===== src/rtl/if_stage_skid_reg.sv =====
// IF/ID pipeline register with a valid/ready handshake and a 2-entry skid buffer.
// The main register drives decode. The skid register catches the beat that was
// accepted while decode stalled, so in_ready can be a plain flop.
// Optional build macro IF_STAGE_PERF_CNT_EN adds saturating stall and flush counters.
module if_stage_skid_reg #(
    parameter int unsigned        PC_W      = 32,
    parameter int unsigned        INSTR_W   = 32,
    parameter logic [INSTR_W-1:0] NOP_INSTR = {INSTR_W{1'b0}}
) (
    input  logic               clk,
    input  logic               rst,
    input  logic               flush,
    input  logic               in_valid,
    output logic               in_ready,
    input  logic [PC_W-1:0]    in_pc,
    input  logic [INSTR_W-1:0] in_instr,
    output logic               out_valid,
    input  logic               out_ready,
    output logic [PC_W-1:0]    out_pc,
    output logic [INSTR_W-1:0] out_instr
`ifdef IF_STAGE_PERF_CNT_EN
    ,
    output logic [15:0]        stall_cnt,
    output logic [15:0]        flush_cnt
`endif
);

    typedef enum logic [1:0] {StEmpty, StOne, StFull} state_e;

    state_e               state_q, state_d;
    logic [PC_W-1:0]      main_pc_q, main_pc_d;
    logic [INSTR_W-1:0]   main_instr_q, main_instr_d;
    logic [PC_W-1:0]      skid_pc_q, skid_pc_d;
    logic [INSTR_W-1:0]   skid_instr_q, skid_instr_d;
    logic                 in_ready_q, in_ready_d;
    logic                 accept, consume;

    assign out_valid = (state_q != StEmpty);
    assign in_ready  = in_ready_q;
    assign out_pc    = main_pc_q;
    assign out_instr = main_instr_q;

    assign accept  = in_valid & in_ready_q;
    assign consume = out_valid & out_ready;

    // Next-state and payload steering; flush overrides every handshake.
    always_comb begin
        state_d      = state_q;
        main_pc_d    = main_pc_q;
        main_instr_d = main_instr_q;
        skid_pc_d    = skid_pc_q;
        skid_instr_d = skid_instr_q;
        if (flush) begin
            // out_pc deliberately keeps its last value; only the instruction is squashed.
            state_d      = StEmpty;
            main_instr_d = NOP_INSTR;
        end else begin
            unique case (state_q)
                StEmpty: begin
                    if (accept) begin
                        state_d      = StOne;
                        main_pc_d    = in_pc;
                        main_instr_d = in_instr;
                    end
                end
                StOne: begin
                    if (accept && consume) begin
                        main_pc_d    = in_pc;
                        main_instr_d = in_instr;
                    end else if (accept) begin
                        state_d      = StFull;
                        skid_pc_d    = in_pc;
                        skid_instr_d = in_instr;
                    end else if (consume) begin
                        state_d = StEmpty;
                    end
                end
                StFull: begin
                    if (consume) begin
                        state_d      = StOne;
                        main_pc_d    = skid_pc_q;
                        main_instr_d = skid_instr_q;
                    end
                end
                default: state_d = StEmpty;
            endcase
        end
        in_ready_d = (state_d != StFull);
    end

    // State and payload registers.
    always_ff @(posedge clk or negedge rst) begin
        if (!rst) begin
            state_q      <= StEmpty;
            main_pc_q    <= '0;
            main_instr_q <= NOP_INSTR;
            skid_pc_q    <= '0;
            skid_instr_q <= NOP_INSTR;
            in_ready_q   <= 1'b1;
        end else begin
            state_q      <= state_d;
            main_pc_q    <= main_pc_d;
            main_instr_q <= main_instr_d;
            skid_pc_q    <= skid_pc_d;
            skid_instr_q <= skid_instr_d;
            in_ready_q   <= in_ready_d;
        end
    end

`ifdef IF_STAGE_PERF_CNT_EN
    logic [15:0] stall_cnt_q, stall_cnt_d;
    logic [15:0] flush_cnt_q, flush_cnt_d;
    logic [1:0]  held;
    logic [1:0]  discarded;
    logic [16:0] flush_sum;

    // Entries lost to a flush: those held, minus the head if decode takes it that cycle.
    always_comb begin
        held = 2'd0;
        unique case (state_q)
            StOne:   held = 2'd1;
            StFull:  held = 2'd2;
            default: held = 2'd0;
        endcase
        discarded = held - {1'b0, consume};
        flush_sum = {1'b0, flush_cnt_q} + {15'd0, discarded};

        stall_cnt_d = stall_cnt_q;
        if (out_valid && !out_ready && (stall_cnt_q != 16'hFFFF)) begin
            stall_cnt_d = stall_cnt_q + 16'd1;
        end
        flush_cnt_d = flush_cnt_q;
        if (flush) begin
            flush_cnt_d = flush_sum[16] ? 16'hFFFF : flush_sum[15:0];
        end
    end

    // Saturating performance counters.
    always_ff @(posedge clk or negedge rst) begin
        if (!rst) begin
            stall_cnt_q <= '0;
            flush_cnt_q <= '0;
        end else begin
            stall_cnt_q <= stall_cnt_d;
            flush_cnt_q <= flush_cnt_d;
        end
    end

    assign stall_cnt = stall_cnt_q;
    assign flush_cnt = flush_cnt_q;
`endif

endmodule


===== config.mk =====
export PLATFORM = sky130hd
export DESIGN_NAME = if_stage_skid_reg
export DESIGN_NICKNAME = d
export VERILOG_FILES = /design/src/rtl/if_stage_skid_reg.sv
export SDC_FILE = /design/constraint.sdc
export NUM_CORES = 1
export LEC_CHECK = 0
export BUFFER_PORTS_ARGS = -buffer_cell sky130_fd_sc_hd__buf_2
export CAP_MARGIN = 30
export CORE_MARGIN = 2
export CORE_UTILIZATION = 45
export DETAILED_ROUTE_END_ITERATION = 10
export MAX_ROUTING_LAYER = met4
export PLACE_DENSITY = 0.71
export SYNTH_ARGS = -nofsm -noshare
export SYNTH_HDL_FRONTEND = slang
export SYNTH_SLANG_ARGS = --single-unit

===== constraint.sdc =====
create_clock -name clk -period 3.39 [get_ports clk]
set_clock_uncertainty 0.1 [all_clocks]
set_input_delay 0.678 -clock clk [delete_from_list [all_inputs] [get_ports clk]]
set_output_delay 0.678 -clock clk [all_outputs]
set_load 0.01 [all_outputs]

-- Word level (Yosys, flattened, before mapping)
Cells that the tools add are included.
- register bits: 131
- input bits: 69
- bitwise gates (word level): 4
- reduce and logical (&&, ||, !) cells: 8
- equality and inequality tests: 9
- mux-type cells: 16
- operators with widths (kind ; count):
    $mux 32 ; 7
    $pmux 32 s3 ; 2
    $mux 2 ; 6
    $ne 3x3->1 const B ; 3
    $ne 2x2->1 const B ; 4
    $reduce_and 4->1 ; 2
    $pmux 2 s3 ; 1
    $reduce_and 5->1 ; 1
    $reduce_bool 4->1 ; 1
    $reduce_bool 3->1 ; 1
    $and 1x1->1 ; 2
    $eq 2x1->1 const B ; 1
    $eq 2x2->1 const B ; 1
    $logic_not 2->1 ; 1
    $not 1->1 ; 2
    $reduce_bool 2->1 ; 1
    $logic_and 1x1->1 ; 1

-- Longest topological paths before layout
- word-level depth: 8
- mapped depth: 9

-- Worst setup path after synthesis
OpenSTA, ideal clock, no wires.
- path type: input port to flip-flop
- start point: input port in_valid
- end point: register skid_instr_q[11]
- required time: 3165 ps
- stages: 5
- setup slack: 1421 ps
- arrival time: 1744 ps
- setup time: 125 ps
- path buffers: 1
- path through: and2_1 -> nand3_1 -> nor2_4 -> buf_2 -> mux2_2
- longest elaborated chain between the ends: 4
- RTL lines (what ; RTL line ; text):
    start: declaration ; 13 ; input logic in_valid,
    $and 1x1->1 (*) ; 43 ; assign accept = in_valid & in_ready_q;
    $logic_and 1x1->1 ; 67 ; if (accept && consume) begin
    $not 1->1 (no source line) ; n/a ;
    $reduce_and 4->1 (no source line) (*) ; n/a ;
    end signal: assignment ; 105 ; skid_instr_q <= skid_instr_d;
    end: declaration ; 34 ; logic [INSTR_W-1:0] skid_instr_q, skid_instr_d;
Mark *: on every way between the ends. The rest lies on a longest branch, timed or not.
A chain may end at the register's enable or synchronous reset.

-- Worst setup path in the final report
- start point: register state_q[0]
- end point: register main_instr_q[28] (netlist: out_instr[28])
- longest elaborated chain between the ends: 5
- elaborated cells between the ends (all ways): 13
- classes of those cells: eq/ne (5); mux (2); bitwise (1); reduce/logical (5)
- RTL lines (what ; RTL line ; text):
    start: declaration ; 30 ; state_e state_q, state_d;
    start signal: assignment ; 94 ; state_q <= StEmpty;
    start signal: assignment ; 101 ; state_q <= state_d;
    $reduce_bool 2->1 ; 38 ; assign out_valid = (state_q != StEmpty);
    $and 1x1->1 ; 44 ; assign consume = out_valid & out_ready;
    $logic_and 1x1->1 ; 67 ;
    $ne 3x3->1 (no source line) ; n/a ;
    $reduce_and 4->1 (no source line) ; n/a ;
    end signal: assignment ; 103 ; main_instr_q <= main_instr_d;
    end: declaration ; 32 ; logic [INSTR_W-1:0] main_instr_q, main_instr_d;
Parallel ways exist; a longest one is shown, timed or not.

==> out/summary.txt <==
Clock slew at reported path FFs: 0.05 ns
Initial antenna violation count: 2
Die width: 118 um
IO Pins: 135
Port Buffer Count: 134
TritonCTS clock tree: built
Crit path DAT: 3.01 ns
Max-slew violations: 0
Status: complete, no violations
Leakage dissipation: 3.06 nW
Most used DFF post-synth: dfrtp_1
Die height: 118 um
Total negative setup slack: 0 ns
Fin nets: 651
Fmax: 0.356 GHz
Core region area: 0.0126 mm^2
Sequential share of power: 43.8%
Vias in the first global route: 4275
Drt wl/cell: 17.2 um
Largest net degree at the start of global routing: 97
Sw frac: 31.2%
PwrDens: 821 mW/mm^2
Skew-Pair Late Insertion Delay: 0.41 ns
Remaining Overflow, GRT: 0
Maxcap violations: 0
Total track usage: 19.9%
Routed via count: 4222
Worst vdd ir: 0.326 mV
Req. time, crit path: 3.59 ns
CTS resizes: 0
RR Endpoint: out_instr[28]
Top-area cell type share of the netlist area: 55.8%
# setup viols final: 0
CP Class: flop to flop
Largest area contributor in the netlist: dfrtp_1
Crit. End Element: flop
Initial DRC count: 297
Syn Inst Count: 460
Setup Buffers After CTS: 0
EDFF count, synth: 0
Dpl hpwl: 8350 um
Clock share of power: 27.8%
Final number of hold-violating endpoints: 0
Internal reg-to-reg setup slack: 0.58 ns
Die Footprint: 0.0139 mm^2
Slew of the pin with the lowest slew margin: 0.985 ns
Share of cells above drive strength 1: 39.1%
Psw: 1.83 mW
Post-route clock period utilization: 82.8%
Drt total wl: 13100 um
Global-route wire length before repair: 21400 um
R2R Path Start: state_q[0]
CP max FO: 96
CTS H-Tree Depth: 4
Syn nets: 533
GP Congestion: 0.763
Worst hold path type: input pin to asynchronous set/reset pin
Num CTS Buffers: 17
Logic pwr share: 28.4%
Min cycle time layout: 2.81 ns
CP startpoint kind: flop
Row Count: 41
Commonest cells after routing, fill and taps aside: buf_2 (133), dfrtp_1 (130), mux2i_1 (64), a21oi_1 (64), mux2_2 (59)
Worst R2R Path Depth: 7
Root Driver: clkbuf_16
Register area share after synthesis: 56.3%
Max-slew headroom: 34.3%
Mapped Avg Cell Area: 12.7 um^2
Yosys Warn Count: 0
Synth top area cells: dfrtp_1 (56%), mux2_2 (11%), mux2i_1 (11%)
Detailed-router iteration count before antenna repair: 4
ANT nets after route: 0
Setup WS pre-CTS: 0.632 ns
Clock Sinks: 131
Initial Util: 46.2%
Via density: 5.52
Async SR Flop Fraction: 100%
Hold_buf cts: 0
Synth-to-layout area growth: 23.0%
Mapped Area: 0.00583 mm^2
Post-synthesis register bit count: 131
Post-route DRC: 0
Fin worst setup slack: 0.584 ns
Internal power: 4.05 mW
Most common cell after layout, fill and taps aside: buf_2
RSZ-0062 raised after global routing: false
CTS max path bufs: 2
Distinct cells, synth: 33
## cell usage after synthesis, types with 2 or more instances
cell,number
mux2_2,59
buf_4,4
and2_1,2
mux2_1,5
a21oi_1,64
clkbuf_1,15
buf_1,2
o21ai_0,3
a31oi_1,32
dfrtp_1,130
nand2_1,2
buf_2,21
a211oi_1,32
mux2i_1,64
inv_1,4
ha_1,4
## critical path, cell delays in order (launching register included)
cell and delay (ns):
dfrtp_1 0.42, inv_1 0.12, ha_1 0.27, or3b_1 0.44
o211ai_4 0.09, buf_4 0.79, a21oi_1 0.17, a211oi_1 0.30
## routing by layer
| metal | GRT usage (%) | vias up | part of all wire, % |
|---|---|---|---|
| met4 | 10.8 | 0 | 2.7 |
| met5 | - | - | 0 |
| li1 | - | 1949 | - |
| met3 | 4.36 | 27 | 3.9 |
| met1 | 23.7 | 2122 | 42 |
| met2 | 31.6 | 124 | 51 |
## cell families (layout without fill, tap and decap cells)
group | count (synthesis) | in the layout | synth area share (%)
and+or+nand+nor | 14 | 14 | 1.50
other | 0 | 2 | 0
muxes | 128 | 128 | 23.4
DFF | 131 | 131 | 56.3
xor gates and xnor gates | 1 | 1 | 0.150
AOI/OAI and AO/OA | 135 | 135 | 14.0
buffers and inverters | 47 | 178 | 3.87
adders and majority gates | 4 | 4 | 0.859
## metrics by stage
step | utilization [%] | power, mW | std cells | hold WS (ns) | instance area, um^2
floorplan | - | 3.65 | 460 | 0.282 | 5830
global placement | 52.4 | 4.15 | 730 | 0.367 | 6610
detailed placement | 52.6 | 4.28 | 731 | 0.376 | 6640
CTS | 56.8 | 5.93 | 763 | 0.0518 | 7160
global route | 56.8 | 6.22 | 765 | 0.0701 | 7170
finish | 56.8 | 5.88 | 765 | 0.0627 | 7170
## state kept, by name, summed over array words and instances, names as in the netlist
name / flops
out_instr: 32
out_pc: 32
skid_instr_q: 32
skid_pc_q: 32
state_q: 2
in_ready: 1
## layout make-up
class                           instances  area, um^2
Sequential cell                       131        3280
Inverter                                4        15.0
Clock buffer                           26         469
Clock inverter                          6        55.1
Antenna cell                            2        5.00
Tap cell                              172         215
Multi-Input combinational cell        282        2350
Fill cell                            1114        5450
Timing Repair Buffer                  142         778
## worst max path at each step
stage | to | startpoint | slack, ns
CTS | out_instr[28] | state_q[0] | 0.61
floorplan | skid_instr_q[11] | in_valid | 1.42
global route | out_instr[15] | state_q[0] | 0.39
global placement | out_instr[23] | state_q[0] | 0.64
detailed placement | out_instr[6] | state_q[0] | 0.63
finish | out_instr[28] | state_q[0] | 0.58
## power by group through the flow
stage          registers, mW  clock network, mW  logic (mW)
3_3_place_gp            2.55                  0        1.60
4_1_cts                 2.57               1.67        1.69
5_1_grt                 2.65               1.74        1.83
6_report                2.57               1.64        1.67
3_5_place_dp            2.59                  0        1.69
2_1_floorplan           2.64                  0        1.01
Note: power is estimated with default switching activity, not from simulation.
